`src/rtl/fft_frame_streamer.sv`:
```
// Snapshots a 16-deep sample history every HOP strobes and streams it oldest-first over valid/ready.
// Optional Hann windowing stage enabled by defining FFT_FRAME_WINDOW_EN.
module fft_frame_streamer #(
  parameter int HOP = 16
) (
  input  logic               clk,
  input  logic               reset,
  input  logic               new_t,
  input  logic signed [17:0] t0,
  input  logic signed [17:0] t1,
  input  logic signed [17:0] t2,
  input  logic signed [17:0] t3,
  input  logic signed [17:0] t4,
  input  logic signed [17:0] t5,
  input  logic signed [17:0] t6,
  input  logic signed [17:0] t7,
  input  logic signed [17:0] t8,
  input  logic signed [17:0] t9,
  input  logic signed [17:0] t10,
  input  logic signed [17:0] t11,
  input  logic signed [17:0] t12,
  input  logic signed [17:0] t13,
  input  logic signed [17:0] t14,
  input  logic signed [17:0] t15,
  input  logic               src_ready,
  output logic               src_valid,
  output logic signed [17:0] src_data,
  output logic               src_sop,
  output logic               src_eop,
  output logic               overrun,
  output logic [7:0]         drop_cnt
);

  localparam int DATA_W = 18;
  localparam logic [7:0] HOP_LAST = 8'(HOP - 1);

  typedef enum logic {IDLE, STREAM} state_t;

  state_t                    state;
  logic [7:0]                hop_cnt;
  logic [3:0]                idx;
  logic [3:0]                idx_nxt;
  logic signed [DATA_W-1:0]  frame [16];
  logic                      trigger;
  logic                      take;
  logic                      xfer_p0;

  logic                      vld_p0;
  logic                      sop_p0;
  logic                      eop_p0;
  logic signed [DATA_W-1:0]  data_p0;

  assign trigger = new_t && (hop_cnt == HOP_LAST);
  assign idx_nxt = idx + 4'd1;
  assign xfer_p0 = vld_p0 && take;

  // Snapshot buffer is only written from IDLE, so a dropped frame never disturbs it.
  always_ff @(posedge clk) begin
    if (state == IDLE && trigger) begin
      frame <= '{t15, t14, t13, t12, t11, t10, t9, t8,
                 t7,  t6,  t5,  t4,  t3,  t2,  t1, t0};
    end
  end

  // Stage p0: frame sequencer and drop bookkeeping
  always_ff @(posedge clk or posedge reset) begin
    if (reset) begin
      state    <= IDLE;
      hop_cnt  <= '0;
      idx      <= '0;
      vld_p0   <= 1'b0;
      sop_p0   <= 1'b0;
      eop_p0   <= 1'b0;
      data_p0  <= '0;
      overrun  <= 1'b0;
      drop_cnt <= '0;
    end else begin
      if (new_t) begin
        hop_cnt <= trigger ? 8'd0 : hop_cnt + 8'd1;
      end
      if (trigger && state == STREAM) begin
        overrun <= 1'b1;
        if (drop_cnt != 8'd255) begin
          drop_cnt <= drop_cnt + 8'd1;
        end
      end
      case (state)
        IDLE: begin
          if (trigger) begin
            state   <= STREAM;
            idx     <= '0;
            vld_p0  <= 1'b1;
            sop_p0  <= 1'b1;
            eop_p0  <= 1'b0;
            data_p0 <= t15;
          end
        end
        STREAM: begin
          if (xfer_p0) begin
            if (idx == 4'd15) begin
              state  <= IDLE;
              vld_p0 <= 1'b0;
              sop_p0 <= 1'b0;
              eop_p0 <= 1'b0;
            end else begin
              idx     <= idx_nxt;
              data_p0 <= frame[idx_nxt];
              sop_p0  <= 1'b0;
              eop_p0  <= (idx == 4'd14);
            end
          end
        end
        default: state <= IDLE;
      endcase
    end
  end

`ifdef FFT_FRAME_WINDOW_EN
  localparam int COEF_W = 16;

  logic                      vld_p1;
  logic                      sop_p1;
  logic                      eop_p1;
  logic signed [DATA_W-1:0]  data_p1;

  // Periodic Hann, Q1.15, w[n] = round(32767*0.5*(1-cos(2*pi*n/16)))
  function automatic logic signed [COEF_W-1:0] hann_coef(input logic [3:0] n);
    case (n)
      4'd0:           return 16'sd0;
      4'd1,  4'd15:   return 16'sd1247;
      4'd2,  4'd14:   return 16'sd4799;
      4'd3,  4'd13:   return 16'sd10114;
      4'd4,  4'd12:   return 16'sd16384;
      4'd5,  4'd11:   return 16'sd22653;
      4'd6,  4'd10:   return 16'sd27968;
      4'd7,  4'd9:    return 16'sd31520;
      default:        return 16'sd32767;
    endcase
  endfunction

  function automatic logic signed [DATA_W-1:0] round_sat(input logic signed [33:0] prod);
    logic signed [34:0] rnd;
    logic signed [19:0] q;
    rnd = 35'(prod) + 35'sd16384;
    q   = 20'(rnd >>> 15);
    if (q > 20'sd131071) begin
      return 18'sd131071;
    end else if (q < -20'sd131072) begin
      return -18'sd131072;
    end
    return q[17:0];
  endfunction

  function automatic logic signed [DATA_W-1:0] window_sample(input logic signed [DATA_W-1:0] s,
                                                             input logic [3:0] n);
    logic signed [33:0] prod;
    prod = 34'(s) * 34'(hann_coef(n));
    return round_sat(prod);
  endfunction

  // p1 refills whenever it is empty or its beat is leaving, so both stages stall together.
  assign take = !vld_p1 || src_ready;

  // Stage p1: windowed output register
  always_ff @(posedge clk or posedge reset) begin
    if (reset) begin
      vld_p1  <= 1'b0;
      sop_p1  <= 1'b0;
      eop_p1  <= 1'b0;
      data_p1 <= '0;
    end else if (take) begin
      vld_p1  <= vld_p0;
      sop_p1  <= sop_p0;
      eop_p1  <= eop_p0;
      if (vld_p0) begin
        data_p1 <= window_sample(data_p0, idx);
      end
    end
  end

  assign src_valid = vld_p1;
  assign src_sop   = sop_p1;
  assign src_eop   = eop_p1;
  assign src_data  = data_p1;
`else
  assign take      = src_ready;
  assign src_valid = vld_p0;
  assign src_sop   = sop_p0;
  assign src_eop   = eop_p0;
  assign src_data  = data_p0;
`endif

endmodule

```
`config.mk`:
```
export PLATFORM = sky130hd
export DESIGN_NAME = fft_frame_streamer
export DESIGN_NICKNAME = d
export VERILOG_FILES = /design/src/rtl/fft_frame_streamer.sv
export SDC_FILE = /design/constraint.sdc
export NUM_CORES = 1
export LEC_CHECK = 0
export CORE_UTILIZATION = 53
export DETAILED_ROUTE_END_ITERATION = 12
export PLACE_DENSITY = 0.85
export SLEW_MARGIN = 25
export SYNTH_ARGS = -nofsm -noshare
export SYNTH_HDL_FRONTEND = slang
export SYNTH_SLANG_ARGS = --single-unit
```
`constraint.sdc`:
```
create_clock -name clk -period 40.3 [get_ports clk]
set_clock_uncertainty 0.2 [all_clocks]
set_input_delay 8.06 -clock clk [delete_from_list [all_inputs] [get_ports clk]]
set_output_delay 8.06 -clock clk [all_outputs]
set_load 0.01 [all_outputs]
```
Yosys cells after proc, flatten, opt, wreduce, memory -nomap -nowiden
Index checks and enable logic that the tools add are counted.
{"block": "totals", "mem_bits_ro": 0, "out_inout_bits": 30, "n_memories": 0, "word_cells": 73, "inputBits": 292, "reg_bits": 331, "mem_bits_rw": 0, "latch_bits": 0}
{"block": "op_classes", "n_eq_ne": 8, "mux": 26, "add_sub_neg": 3, "mul": 0, "bitwise_logic": 2, "n_reduce_logical": 8, "div": 0, "magnitude_cmp": 1, "shift": 0}
{"op": "$mux 18", "n": 5}
{"op": "$bmux 18 s4", "n": 1}
{"op": "$pmux 18 s2", "n": 1}
{"op": "$add 8x1->8 const B", "n": 2}
{"op": "$mux 4", "n": 3}
{"op": "$mux 1", "n": 10}
{"op": "$eq 4x4->1 const B", "n": 2}
{"op": "$eq 8x4->1 const B", "n": 1}
{"op": "$mux 8", "n": 1}
{"op": "$ne 8x8->1 const B", "n": 1}
{"op": "$pmux 1 s2", "n": 4}
{"op": "$pmux 4 s2", "n": 1}
{"op": "$reduce_and 3->1", "n": 2}
{"op": "$ge 5x5->1 const B", "n": 1}
{"op": "$not 4->5", "n": 1}
{"op": "$add 4x1->4 const B", "n": 1}
{"op": "$logic_and 1x1->1", "n": 4}
{"op": "$ne 2x1->1 const B", "n": 2}
{"op": "$ne 2x2->1 const B", "n": 2}
{"op": "$reduce_and 2->1", "n": 2}
{"op": "$not 1->1", "n": 1}

Depth between registers and ports, before layout
Gate-level depths: netlist of the first run.
{"block": "logic_depth", "ltp_word": 8, "mapped_depth": 12, "depth_no_buf": 7}

Worst setup path after synthesis of the first run
Ideal clock, no wire load.
{"block": "synth_timing", "path_type": "in2reg", "startpoint": "in new_t", "endpoint": "reg frame[0] (netlist name), enable pin", "setup_time_ns": 0.943, "cell_stages": 3, "setup_slack_ns": 18.817, "t_arrival_ns": 20.340, "required_time_ns": 39.157, "path_buffers": 0, "path_cell_list": "and4_1 -> nand2_2 -> nor2_1"}
{"block": "synth_between", "elab_chain_cells": 2}
{"item": "start: declaration", "line_no": "8", "text": "input logic new_t,"}
{"item": "$logic_and 1x1->1", "line_no": "53", "text": "assign trigger = new_t && (hop_cnt == HOP_LAST);"}
{"item": "$logic_and 1x1->1", "line_no": "59", "text": "if (state == IDLE && trigger) begin"}
{"item": "end signal: assignment", "line_no": "60", "text": "frame <= '{t15, t14, t13, t12, t11, t10, t9, t8,"}
{"item": "end: declaration", "line_no": "43", "text": "logic signed [DATA_W-1:0] frame [16];"}
No other way between the ends.
A chain may end at the register's enable or synchronous reset.

Worst setup path after layout of the first run
{"block": "layout_timing", "startpoint": "in new_t", "endpoint": "reg frame[73] (netlist name), enable pin"}
Same word-level chain as after synthesis.

==> results of run 1 <==
## metal layers
layer / part of all wire, % / global-route usage, % / vias to the layer above
li1: - / - / 3220
met1: 37 / 30.3 / 3645
met2: 51 / 42.2 / 377
met3: 8.5 / 6.53 / 59
met4: 3.2 / 8.10 / 0
met5: 0 / 0 / -
## registers in the layout, summed over array words and instances (netlist names)
| signal | cells |
|---|---|
| src_sop | 1 |
| drop_cnt | 8 |
| hop_cnt | 8 |
| state | 1 |
| src_eop | 1 |
| src_valid | 1 |
| frame | 288 |
| src_data | 18 |
| overrun | 1 |
| idx | 4 |
## worst register-to-register path, stage by stage (launching register included)
cell and delay, ns:
dfrtp_4 0.95, inv_1 0.21, ha_4 0.48, buf_4 0.70
mux4_2 0.51, mux2i_1 0.37, mux2_2 0.23, o21ai_1 0.05
## metrics by stage
step | total power, W | setup WS (ns) | cell area (um^2) | hold slack [ns]
after floorplan | 0.000579 | 18.82 | 13000 | 0.259
after global placement | 0.000666 | 29.22 | 16500 | 0.240
after detailed placement | 0.000671 | 29.15 | 16500 | 0.247
after CTS | 0.000968 | 29.66 | 17500 | 0.261
after global routing | 0.000994 | 29.48 | 17500 | 0.307
final | 0.000958 | 29.66 | 17500 | 0.273
## logic make-up (layout without fill, tap and decap cells)
family | after synthesis | after routing | share of synthesized area (%)
mux | 127 | 127 | 16.9
buf+inv | 36 | 386 | 1.59
compound gates | 50 | 50 | 2.08
other cells | 0 | 1 | 0
flops | 331 | 331 | 74.9
fa+ha+maj | 4 | 4 | 0.386
xor+xnor | 15 | 15 | 1.21
simple gates | 67 | 67 | 2.91
## cell type report
| cell class | count | area (um^2) |
|---|---|---|
| Sequential cell | 331 | 9730 |
| Fill cell | 1368 | 6220 |
| Timing Repair Buffer | 327 | 3270 |
| Multi-Input combinational cell | 263 | 3080 |
| Clock buffer | 42 | 945 |
| Tap cell | 319 | 399 |
| Clock inverter | 13 | 95.1 |
| Inverter | 4 | 16.3 |
| Antenna cell | 1 | 2.50 |
## where the power goes
group | total [W] | internal, W | switching, W
clock | 0.000296 | 0.000172 | 0.000123
combinational | 0.000242 | 0.000135 | 0.000106
sequential | 0.000421 | 0.000398 | 0.0000225
total | 0.000958 | 0.000706 | 0.000252
## cells in the mapped netlist (all sizes together), types with 7 or more instances
library cell and number:
edfxtp 288, dfrtp 43, nand2 17, xnor2 7
mux4 72, nand3 8, a21oi 20, clkbuf 13
buf 19, o21ai 23, nor2 10, xor2 8
mux2i 36, and3 18, mux2 19
## final timing paths
path | to | cells after the start
worst max-delay path | frame[73] | 5
worst min-delay path | overrun | 1
worst max register to register | src_data[3] | 7
worst min register to register | overrun | 1
max in group asynchronous | idx[0] | 2
min in group asynchronous | drop_cnt[7] | 2
==> out/qor.yml, run 1 <==
floorplan:
  die_h_um: 159
  coreArea_mm2: 0.0238
  initial_core_util_pct: 54.7
  fp.dieW_um: 159
  pin_count: 322
  row_count: 56
  die-area_mm2: 0.0251
yosys:
  yosysSeqAreaShare_pct: 74.9
  async_flop_share_pct: 13.0
  yosys.area.top_type_share_pct: 66.6
  ys_types: 40
  synthFlopType: "edfxtp_1"
  synth_edf_count: 288
  ys_top_cells_by_area: "edfxtp_1 (67%), mux4_2 (12%), dfrtp_1 (8.3%)"
  synth_cells: 630
  avgSynthCellArea_um2: 20.6
  synth_seq_cells: 331
  ys_warn_count: 0
  synth.cell_area_mm2: 0.0130
  syn-num-nets: 926
  synth_area_leader_cell: "edfxtp_1"
sta:
  setup_tns_ns: 0
  hold_viol_final: 0
  tightest_slew_ns: 1.12
  finalSetupViolCount: 0
  relSlewSlack_pct: 25.5
  slew_viol_final: 0
  final.min_clock_period_ns: 10.64
  post-route-period-util_pct: 26.4
  fmax_ghz: 0.0940
  rsz0062_at_grt: "no"
drt:
  viasPerCell: 5.62
  num_vias: 7301
  routed_wl_mm: 30.4
  drtAntennaViolNets: 0
  wl_per_cell_um: 23.4
  post-route-drc-count: 0
  drt_first_iter_violations: 531
  firstDrtPassIters: 5
run:
  maxCapViolations: 0
clock_tree:
  worst_skew_pair.late_latency_ns: 0.50
  clk_pin_slew_worst_paths_ns: 0.06
  root_buffer: "clkbuf_16"
  tritoncts: "yes"
  cts_buffer_depth: 3
  cts_hold_buf: 0
  cts_setup_buffers: 0
  cts_max_level: 2
  cts_num_sinks: 331
  cts_resized: 0
  cts_buffers: 35
worst_setup_path:
  path_class: "in2reg"
  path_cells: "clkdlybuf4s50_1, and4_1, nand2_2, nor2_4, buf_4"
  reg2reg_slack_ns: 36.43
  r2r_start: "idx[0]"
  cp.required_ns: 40.21
  critPathArrivalTime_ns: 10.54
  crit_fanout: 84
  endpoint_kind: "flip-flop"
  worstSetupStartpointType: "primary input"
  cp_num_buf_inv: 2
  crit_start: "new_t"
  max_stage_delay_ns: 0.87
  crit_family: "buffers and inverters"
  slowest_stage: "buf_4"
final_layout:
  final_common_cell: "clkdlybuf4s50_1"
  drive_gt1_share_pct: 16.0
  mostFrequentLayoutCells: "clkdlybuf4s50_1 (321), edfxtp_1 (288), mux4_2 (72)"
  area_growth_pct: 35.1
  final_cell_count_no_fill: 1300
  final_util_pct: 73.8
  fin_nets: 1258
global_routing:
  grt_max_degree: 185
  grtUsageTotal_pct: 24.6
  grt_pass1_wl_mm: 44.3
  grt-ovfl-total: 0
  grt_pass1_vias: 7743
  antenna_found_initial: 1
power:
  power_density_mw_per_mm2: 54.6
  peakVddDrop_mv: 0.0423
  p_leak_nw: 6.21
outcome:
  status: "complete, no violations"
min_path:
  hold_path.class: "reg2reg"
  hp-start: "overrun"
place:
  dp_hpwl_mm: 20.9
  dp.cells: 1244
  routabilityCongestion: 0.761
  port_buffers: 321
Note: power is estimated with default switching activity, not from simulation.
==> run 2: changes to the inputs <==
--- a/config.mk
+++ b/config.mk
@@ -5,9 +5,9 @@
 export SDC_FILE = /design/constraint.sdc
 export NUM_CORES = 1
 export LEC_CHECK = 0
-export CORE_UTILIZATION = 53
+export CORE_UTILIZATION = 45
 export DETAILED_ROUTE_END_ITERATION = 12
-export PLACE_DENSITY = 0.85
+export PLACE_DENSITY = 0.77
 export SLEW_MARGIN = 25
 export SYNTH_ARGS = -nofsm -noshare
 export SYNTH_HDL_FRONTEND = slang
==> constraint.sdc (replaced) <==
create_clock -name clk -period 8.8 [get_ports clk]
set_clock_uncertainty 0.2 [all_clocks]
set_input_delay 1.76 -clock clk [delete_from_list [all_inputs] [get_ports clk]]
set_output_delay 1.76 -clock clk [all_outputs]
set_load 0.01 [all_outputs]
==> out/qor.yml, run 2 (same netlist as run 1, synthesis figures left out) <==
outcome:
  status: "complete, no violations"
sta:
  final.min_clock_period_ns: 4.70
  finalSetupViolCount: 0  # unchanged
  post-route-period-util_pct: 53.4
  tightest_slew_ns: 1.02  # -0.0958 ns
  setup_tns_ns: 0  # unchanged
  fmax_ghz: 0.213
  rsz0062_at_grt: "no"
  slew_viol_final: 0  # unchanged
  relSlewSlack_pct: 31.9  # +6.4 points
  layout_setup_ws_ns: 4.10  # -25.56 ns
  hold_viol_final: 0  # unchanged
final_layout:
  fin_area_mm2: 0.0177  # +0.78%
  largest_register_ffs: 288  # unchanged
  final_util_pct: 62.9  # -11 points
  fin_nets: 1261  # +0.24%
  mostFrequentLayoutCells: "clkdlybuf4s50_1 (321), edfxtp_1 (288), mux4_2 (72)"
  drive_gt1_share_pct: 16.2  # +0.23 points
  final_common_cell: "clkdlybuf4s50_1"
  area_growth_pct: 36.1
  largest-register: "frame"
run:
  maxCapViolations: 0  # unchanged
floorplan:
  coreArea_mm2: 0.0281  # +18%
  die-area_mm2: 0.0295  # +18%
  die_h_um: 172  # +8.4%
  pin_count: 322  # unchanged
  initial_core_util_pct: 46.2  # -8.4 points
  row_count: 61  # +8.9%
  fp.dieW_um: 172  # +8.4%
global_routing:
  antenna_found_initial: 2  # +1
  grt_pass1_wl_mm: 43.1  # -2.7%
  grt_pass1_vias: 7565  # -2.3%
  grt-ovfl-total: 0  # unchanged
  grt_max_degree: 85  # -54%
  grtUsageTotal_pct: 20.1  # -4.5 points
clock_tree:
  worst_skew_pair.late_latency_ns: 0.51  # about the same
  cts_max_level: 2  # unchanged
  cts_buffers: 37  # +5.7%
  root_buffer: "clkbuf_16"
  cts_buffer_depth: 3  # unchanged
  cts_resized: 0  # unchanged
  clk_pin_slew_worst_paths_ns: 0.06  # about the same
  tritoncts: "yes"
  cts_hold_buf: 0  # unchanged
  cts_setup_buffers: 0  # unchanged
  cts_num_sinks: 331  # unchanged
place:
  pre_cts_slack_ns: 3.63  # -25.52 ns
  place_area_mm2: 0.0166  # +0.53%
  dp_hpwl_mm: 20.5  # -1.6%
  port_buffers: 321  # unchanged
  routabilityCongestion: 0.767  # +0.82%
power:
  peakVddDrop_mv: 0.170  # +300%
  finalPower_w: 0.00441  # +360%
  power_density_mw_per_mm2: 250  # +360%
  p_leak_nw: 6.23  # +0.36%
worst_setup_path:
  endpoint_kind: "flip-flop"
  critPathArrivalTime_ns: 4.63  # -5.91 ns
  cp.required_ns: 8.73  # -31.48 ns
  crit_fanout: 79  # -6.0%
  cpMostUsedCell: "buf_4"
  path_class: "in2reg"
  path_cells: "clkdlybuf4s50_1, and4_1, nand2_2, nor2_4, buf_4, buf_4"
  max_stage_delay_ns: 0.84  # -0.03 ns
  slowest_stage: "buf_4"
  worstSetupStartpointType: "primary input"
drt:
  drt_first_iter_violations: 447  # -16%
  num_vias: 7236  # -0.89%
  wl_per_cell_um: 21.7  # -7.3%
  drtAntennaViolNets: 0  # unchanged
  routed_wl_mm: 29.7  # -2.3%
  viasPerCell: 5.28  # -6.0%
  firstDrtPassIters: 6  # +1
  post-route-drc-count: 0  # unchanged
min_path:
  hold_path.class: "reg2reg"
==> run 2: cell type report <==
type	instances	area [um^2]
clock inverter	19	124
clock buffer	46	970
sequential	331	9730
antenna	1	2.50
multi-input combinational	263	3090
inverter	4	16.3
timing repair buffer	328	3270
tap	378	473
fill	2014	10400
==> run 2: path summary, 6_finish.rpt <==
kind | cells past startpoint | from | endpoint | slack, ns
max reg2reg | 7 | idx[0] | src_data[7] | 4.97
min | 1 | overrun | overrun | 0.27
min in group asynchronous | 2 | reset | hop_cnt[3] | 1.51
max | 6 | new_t | frame[125] | 4.10
min reg2reg | 1 | overrun | overrun | 0.27
max in group asynchronous | 2 | reset | idx[0] | 6.30
==> run 2: power by group <==
group	total, W	switching, W	internal [W]
registers	0.00192	0.0000914	0.00182
clock network	0.00139	0.000584	0.000811
logic	0.00110	0.000485	0.000618
total	0.00441	0.00116	0.00325
==> run 2: critical path, delay by kind of cell <==
family | cells | cell delay (ns)
buffers and inverters | 3 | 2.16
AND/OR/NAND/NOR | 3 | 0.58
==> run 2: metal layers <==
| layer | up-vias | routed length, um | track usage, % |
|---|---|---|---|
| met4 | 0 | 598 | 5.73 |
| li1 | 3230 | - | - |
| met5 | - | 0 | 0 |
| met2 | 318 | 15000 | 34.0 |
| met3 | 42 | 2410 | 4.76 |
| met1 | 3646 | 11700 | 25.9 |
==> run 2: through the flow <==
step           hold WS [ns]  instances
3_3_place_gp          0.248       1304
5_1_grt               0.282       1370
6_report              0.266       1370
2_1_floorplan         0.259        630
4_1_cts               0.268       1369
3_5_place_dp          0.251       1304
==> run 3: changes to the inputs <==
==> constraint.sdc (replaced) <==
create_clock -name clk -period 4.2 [get_ports clk]
set_clock_uncertainty 0.2 [all_clocks]
set_input_delay 0.84 -clock clk [delete_from_list [all_inputs] [get_ports clk]]
set_output_delay 0.84 -clock clk [all_outputs]
set_load 0.01 [all_outputs]
==> out/qor.yml, run 3 (same netlist as run 1, synthesis figures left out) <==
sta:
  finalSetupViolCount: 0  # unchanged
  relSlewSlack_pct: 40.0  # +8.2 points
  fmax_ghz: 0.335
  hold_viol_final: 0  # unchanged
  tightest_slew_ns: 0.898  # -0.124 ns
  final.min_clock_period_ns: 2.99
  layout_setup_ws_ns: 1.21  # -2.89 ns
  rsz0062_at_grt: "no"
  slew_viol_final: 0  # unchanged
  post-route-period-util_pct: 71.1
place:
  port_buffers: 321  # unchanged
  dp_hpwl_mm: 21.4  # +4.4%
  place_area_mm2: 0.0167  # +1.1%
  routabilityCongestion: 0.799  # +4.1%
  pre_cts_slack_ns: 0.942  # -2.69 ns
  dp.cells: 1313  # +0.69%
final_layout:
  largest_register_ffs: 288  # unchanged
  final_common_cell: "clkdlybuf4s50_1"
  fin_nets: 1269  # +0.63%
  n_fill_cell: 2042  # +1.4%
  largest-register: "frame"
  drive_gt1_share_pct: 16.4  # +0.12 points
  area_growth_pct: 37.0
  final_cell_count_no_fill: 1378  # +0.58%
  fin_area_mm2: 0.0178  # +0.63%
  mostFrequentLayoutCells: "clkdlybuf4s50_1 (321), edfxtp_1 (288), mux4_2 (72)"
  final_util_pct: 63.3  # +0.40 points
drt:
  post-route-drc-count: 0  # unchanged
  drtAntennaViolNets: 0  # unchanged
  drt_first_iter_violations: 495  # +11%
  wl_per_cell_um: 21.7  # -0.23%
  viasPerCell: 5.21  # -1.4%
  num_vias: 7179  # -0.79%
  firstDrtPassIters: 4  # -2
  routed_wl_mm: 29.8  # +0.36%
floorplan:
  row_count: 61  # unchanged
  die-area_mm2: 0.0295  # unchanged
  pin_count: 322  # unchanged
  initial_core_util_pct: 46.2  # unchanged
  die_h_um: 172  # unchanged
  fp.dieW_um: 172  # unchanged
  coreArea_mm2: 0.0281  # unchanged
clock_tree:
  cts_buffer_depth: 3  # unchanged
  clk_pin_slew_worst_paths_ns: 0.06  # about the same
  cts_num_sinks: 331  # unchanged
  cts_hold_buf: 0  # unchanged
  cts_buffers: 36  # -2.7%
  root_buffer: "clkbuf_16"
  cts_resized: 0  # unchanged
  worst_skew_pair.late_latency_ns: 0.51  # about the same
  tritoncts: "yes"
  cts_max_level: 2  # unchanged
  cts_setup_buffers: 0  # unchanged
global_routing:
  grt_pass1_wl_mm: 44.1  # +2.4%
  grt_pass1_vias: 7653  # +1.2%
  antenna_found_initial: 5  # +3
  grtUsageTotal_pct: 20.6  # +0.48 points
  grt_max_degree: 67  # -21%
  grt-ovfl-total: 0  # unchanged
worst_setup_path:
  endpoint_kind: "flip-flop"
  crit_fanout: 41  # -48%
  critPathArrivalTime_ns: 3.16  # -1.47 ns
  cp.required_ns: 4.37  # -4.36 ns
  reg2reg_slack_ns: 1.21  # -3.76 ns
  path_class: "reg2reg"
  worstSetupStartpointType: "flip-flop"
power:
  power_density_mw_per_mm2: 515  # +110%
  p_leak_nw: 6.26  # +0.49%
  peakVddDrop_mv: 0.368  # +120%
min_path:
  hold_path.class: "reg2reg"
run:
  maxCapViolations: 0  # unchanged
outcome:
  status: "complete, no violations"
-- run 3: cell count changes in the layout (fill, tap and decap cells not counted), moves of 2 or more --
cell,change
buf_12,+8
clkinv_2,-5
clkbuf_1,+4
diode_2,+3
buf_4,+2
-- run 3: worst paths after layout --
path                         start      endpoint  depth (start not counted)
max                         idx[0]   src_data[9]                          7
min                        overrun       overrun                          1
max reg2reg                 idx[0]   src_data[9]                          7
min reg2reg                overrun       overrun                          1
max in group asynchronous    reset        idx[0]                          2
min in group asynchronous    reset  src_data[15]                          2
-- run 3: per-stage QoR --
step / setup TNS, ns / hold WS (ns) / power (W)
after global placement: 0 / 0.237 / 0.00645
after floorplan: -536.72 / 0.267 / 0.00552
final: 0 / 0.263 / 0.00917
after CTS: 0 / 0.263 / 0.00928
after global routing: 0 / 0.285 / 0.00957
after detailed placement: 0 / 0.248 / 0.00648
-- run 3: critical path, stage by stage (launching register included) --
cell	delay (ns)
dfrtp_4	0.58
inv_1	0.12
ha_4	0.68
buf_4	0.33
mux4_2	0.36
mux2i_1	0.31
mux2_2	0.22
o21ai_1	0.05
-- run 3: report_power, final --
| part | internal (W) | switching (W) | total, W |
|---|---|---|---|
| clock | 0.00159 | 0.00120 | 0.00279 |
| sequential | 0.00382 | 0.000145 | 0.00397 |
| combinational | 0.00133 | 0.00108 | 0.00241 |
| total | 0.00674 | 0.00243 | 0.00917 |
-- run 3: layout make-up --
class / count / area [um^2] / area share [%]
antenna: 4 / 10.0 / 0.0563
timing repair buffer: 337 / 3430 / 19.3
inverter: 4 / 16.3 / 0.0915
tap: 378 / 473 / 2.66
clock buffer: 48 / 946 / 5.32
sequential: 331 / 9730 / 54.7
clock inverter: 13 / 80.1 / 0.450
multi-input combinational: 263 / 3100 / 17.4
-- run 3: metal layers --
| metal | share of wire (%) | global-route usage (%) | wire [um] |
|---|---|---|---|
| met5 | 0.090 | 0 | 27 |
| met3 | 8.2 | 5.06 | 2450 |
| met4 | 2.4 | 7.62 | 722 |
| met2 | 50 | 34.0 | 14900 |
| met1 | 39 | 26.4 | 11700 |
